`config.mk`:
```
export PLATFORM = sky130hd
export DESIGN_NAME = register_status_file
export DESIGN_NICKNAME = d
export VERILOG_FILES = /design/src/rtl/register_status_file.sv
export SDC_FILE = /design/constraint.sdc
export NUM_CORES = 2
export LEC_CHECK = 0
export ABC_AREA = 1
export BUFFER_PORTS_ARGS = -buffer_cell sky130_fd_sc_hd__buf_2
export CAP_MARGIN = 30
export CORE_UTILIZATION = 35
export DETAILED_ROUTE_END_ITERATION = 16
export PLACE_DENSITY_LB_ADDON = 0.2
export SYNTH_ARGS = -nofsm -noshare
export SYNTH_HDL_FRONTEND = slang
export SYNTH_SLANG_ARGS = --single-unit
```
`constraint.sdc`:
```
create_clock -name clk -period 10.4 [get_ports clk]
set_input_delay 1.04 -clock clk [delete_from_list [all_inputs] [get_ports clk]]
set_output_delay 1.04 -clock clk [all_outputs]
set_load 0.05 [all_outputs]
```
`src/rtl/register_status_file.sv`:
```
// Architectural register file with per-register rename status (busy + ROB tag).
// Decode renames destinations; ROB commits write values back; flush clears all pending status.
module register_status_file (
  input  logic        clk,
  input  logic        rst,
  input  logic        flush,
  input  logic        rename_en,
  input  logic [4:0]  rename_regid,
  input  logic [4:0]  rename_vregid,
  input  logic        commit_en,
  input  logic [4:0]  commit_regid,
  input  logic [4:0]  commit_vregid,
  input  logic [31:0] commit_val,
  input  logic [4:0]  rs1_id,
  input  logic [4:0]  rs2_id,
  output logic        rs1_busy,
  output logic [4:0]  rs1_vregid,
  output logic [31:0] rs1_val,
  output logic        rs2_busy,
  output logic [4:0]  rs2_vregid,
  output logic [31:0] rs2_val
);

  logic [31:0] val_r  [32];
  logic        busy_r [32];
  logic [4:0]  tag_r  [32];

  // Resolve one source operand: {busy, vregid, val}, with commit bypass on a tag match.
  function automatic logic [37:0] read_port(
    input logic [4:0]  id,
    input logic        busy,
    input logic [4:0]  tag,
    input logic [31:0] val,
    input logic        c_en,
    input logic [4:0]  c_regid,
    input logic [4:0]  c_vregid,
    input logic [31:0] c_val
  );
    logic [37:0] res;
    res = 38'd0;
    if (id == 5'd0) begin
      res = 38'd0;
    end else if (busy && c_en && (c_regid == id) && (c_vregid == tag)) begin
      res = {1'b0, 5'd0, c_val};
    end else if (busy) begin
      res = {1'b1, tag, 32'd0};
    end else begin
      res = {1'b0, 5'd0, val};
    end
    return res;
  endfunction

  // Storage update: x0 is never written, so it keeps its reset value of zero.
  always_ff @(posedge clk) begin
    if (rst) begin
      for (int i = 0; i < 32; i++) begin
        val_r[i]  <= 32'd0;
        busy_r[i] <= 1'b0;
        tag_r[i]  <= 5'd0;
      end
    end else begin
      for (int i = 1; i < 32; i++) begin
        if (commit_en && (commit_regid == 5'(i))) begin
          val_r[i] <= commit_val;
        end
        if (flush) begin
          busy_r[i] <= 1'b0;
        end else if (rename_en && (rename_regid == 5'(i))) begin
          busy_r[i] <= 1'b1;
          tag_r[i]  <= rename_vregid;
        end else if (commit_en && (commit_regid == 5'(i)) && (tag_r[i] == commit_vregid)) begin
          // A mismatching tag means a newer writer owns the register.
          busy_r[i] <= 1'b0;
        end
      end
    end
  end

  logic [37:0] rs1_res_s;
  logic [37:0] rs2_res_s;

  // Source read ports see pre-rename, pre-flush state.
  always_comb begin
    rs1_res_s = read_port(rs1_id, busy_r[rs1_id], tag_r[rs1_id], val_r[rs1_id],
                          commit_en, commit_regid, commit_vregid, commit_val);
    rs2_res_s = read_port(rs2_id, busy_r[rs2_id], tag_r[rs2_id], val_r[rs2_id],
                          commit_en, commit_regid, commit_vregid, commit_val);
  end

  assign {rs1_busy, rs1_vregid, rs1_val} = rs1_res_s;
  assign {rs2_busy, rs2_vregid, rs2_val} = rs2_res_s;

endmodule

```
==> implementation parameters <==
Parameter                              Value

Logic synthesis
  Cell count after synthesis    7544
  Proportion of synthesized chip area in sequential cells    0.543
  Synth Cell Area    about 65000 sq um
  Library cell occupying the most area in the post-synthesis netlist    edfxtp_1
  Count of flip-flops with a built-in enable after synthesis    1178
  Top area cells in the synthesized netlist    edfxtp_1 54%, nor2_1 7.6%, o21ai_0 6.6%, nand2_1 6.4%, a21oi_1 4.6%
  Ranking of synthesized cells by instance count    1318 x nor2_1, 1178 x edfxtp_1, 1118 x nand2_1
  Syn_nets    approximately 7600
  Top cell type's share of synthesized area    0.543
  Flops & latches, synth    1178
  Yosys warns    0
  Count of cell types in the netlist    between 40 and 50
  Ys flop type    edfxtp_1
  Fraction of synthesis flops using an asynchronous set or reset pin    0
  Most frequent cell after synthesis    nor2_1
  Average instance area after synthesis    8.64 sq um

Pwr
  Power per cell area    172 nW/um^2
  Leakage power summed over all cells    26.5 nW
  Sw Ratio    0.307
  Sequential Power Share    0.464
  Proportion of power drawn by the clock network    0.373
  Combinational cell fraction of total power    0.163
  Worst IR drop on VDD    0.000163 V
  P_int    0.00856 W
  Reported net switching power    0.00380 W

Clock network
  Number of buffers added by the clock tree synthesis step    138
  Number of levels the H-tree was split into    4
  Clock tree root driver cell    clkbuf_16
  CTS tree    done
  Number of hold buffers added after cts    0
  Clock insertion delay at the later pin of the skew report    0.81 ns
  Clock tree sinks    1178
  Max Root-Sink Buffers    3
  Clock slew at the register clock pins of the worst setup and hold paths    0.06 ns
  Post-CTS Resized    0
  Number of buffers added for setup after CTS    0

GRT
  Number of antenna violations at the first check in global routing    10
  Vias in the first global route    between 50000 and 60000
  Total global routing track utilization    0.309
  First-pass GRT wire length    416000 microns
  Remaining global-route overflow    0
  Global Route met3 Usage    0.0653
  Largest net degree at the start of global routing    175
  Met2 usage    0.473
  Highest-utilization routing layer at the global route stage    met2
  M1 GR Usage    0.392

Finish
  Fill cell count    18300
  Number of nets in the final layout    7413
  Synth-to-layout area growth    10.3%
  Multi-input gate area in the final layout    24800 sq um
  Final standard cell area without fillers    71900 sq um
  Layout Utilization    0.391
  Sequential cell area    about 35000 sq um
  Proportion of layout cells with a drive suffix above 1    0.0757

Route
  Routed length per instance    30.0 microns
  Total DRC errors in the routed layout    0
  Violation count after the first detailed-routing iteration    9510
  Number of nets still failing antenna checks after routing    0
  Total iterations of the first detailed-routing run    9
  Routed Wire Length    298000 microns
  Routed via count    60500
  Vias per inst    6.10

STA
  Pin slew with the least headroom to its limit    approximately 1.0 ns
  Final clock period utilization by the worst path    0.705
  Count of final setup violators    0
  Clock skew after layout    0.0161 ns
  TNS Setup    0 ns
  Highest Clock Rate    between 100 and 150 MHz
  Setup repair after global routing missed its margin    no
  Headroom to the max-slew limit    0.300
  Hold Vio Cnt, Final    0
  Final Critical Period    7.34 ns
  Fin. max-slew vios    0

Floorplanning
  Standard cell core area    184000 sq um
  Die extent in y    433 microns
  Initial core utilization    0.354
  Full die area    between 150000 and 200000 sq um
  Die Wd    ~430 microns
  Std-Cell Rows    157
  I/O pin total    143

Setup path
  Endpoint type of the worst setup path    output port
  Startpoint types    primary input
  Worst-path fanout max    174
  Worst endpoint data arrival time    6.30 ns
  CP Class    in2out
  Data required, critical path    9.36 ns

Worst hold path
  Hold WC Path Type    in2reg

Placement
  DPL Wire Length    around 160000 microns
  Count of input and output buffers    142
  Placement-stage cell area    approximately 68000 sq um
  Final Wtd Congestion    0.968

Outcome
  Status    complete, no violations

Job
  Maximum capacitance violations    0
==> final cells by class <==
cell class              count  share of cell area
flip-flops and latches   1178               0.492
clock buffers             178              0.0507
diodes                     10            0.000348
clock inverters            70             0.00661
inverters                 623              0.0334
well taps                2464              0.0429
multi-input cells        5108               0.345
repair buffers            297              0.0287
==> power by group through the flow <==
stage	combinational, W	clock [W]	sequential (W)
5_1_grt	0.00211	0.00479	0.00576
2_1_floorplan	0.00119	0	0.00577
3_3_place_gp	0.00195	0	0.00581
4_1_cts	0.00196	0.00463	0.00572
3_5_place_dp	0.00195	0	0.00582
6_report	0.00202	0.00461	0.00573
==> state kept, by name (all words and copies together) (netlist names) <==
| signal | flops |
|---|---|
| val_r | 992 |
| tag_r | 155 |
| busy_r | 31 |
==> final timing paths <==
path / startpoint / end / slack, ns / cells past startpoint
hold / removal: rename_vregid[2] / tag_r[12][2] / 0.58 / 3
hold reg to reg: tag_r[15][0] / busy_r[15] / 0.75 / 3
setup reg to reg: tag_r[29][2] / busy_r[29] / 8.66 / 5
setup / recovery: rs2_id[0] / rs2_vregid[4] / 3.06 / 18
==> layer usage <==
layer / share of wire / wire length (microns)
met5: 0.00012 / 36
met3: 0.11 / 33700
met2: 0.44 / 130000
met1: 0.37 / 111000
met4: 0.077 / 22900
==> critical path: stages <==
cell	delay, ns
buf_8	0.50
buf_12	0.70
nand2_1	0.14
nand3_1	0.12
nand3_1	0.09
nand3_1	0.10
nand3_1	0.19
nand2_2	0.12
buf_4	0.56
nor2_1	0.11
nand2_1	0.14
nor2_4	0.03
buf_4	0.20
nand3_2	0.66
buf_4	0.44
nand2_1	0.33
nor2_1	0.32
buf_2	0.32
==> per-stage QoR <==
| step | std cells | total power (W) | setup WS, ns | hold WS (ns) |
|---|---|---|---|---|
| 5_1_grt | 9923 | 0.0127 | 3.08 | 0.592 |
| 3_3_place_gp | 9663 | 0.00776 | 3.32 | 0.712 |
| 6_report | 9928 | 0.0124 | 3.06 | 0.576 |
| 2_1_floorplan | 7544 | 0.00696 | 6.13 | 0.686 |
| 4_1_cts | 9914 | 0.0123 | 3.27 | 0.537 |
| 3_5_place_dp | 9666 | 0.00777 | 3.28 | 0.731 |
==> cells in the final DEF, fill, tap and decap left out, drive strengths merged, types with 8 or more instances in the layout <==
master,count
nand4,90
a22oi,88
nor3,23
inv,593
a221oi,56
xor2,20
xnor2,43
o21ai,908
or3,14
a211oi,8
nand3,369
o2111ai,19
edfxtp,1178
a21o,12
diode,10
o311ai,17
buf,296
o211ai,261
nor2,1327
clkinv,97
o22ai,39
clkbuf,179
a21oi,601
o221ai,59
nand2,1120
==> logic make-up (layout without fill, tap and decap cells) <==
group,count (synthesis),count (layout),synth area share
AND/OR/NAND/NOR,2954,2954,0.183
AO/OA/AOI/OAI,2087,2087,0.185
buffers and inverters,1258,1168,0.0800
flip-flops,1178,1178,0.543
XOR/XNOR,63,63,0.00847
multiplexers,4,4,0.000614
other,0,10,0
Note: power is estimated with default switching activity, not from simulation.
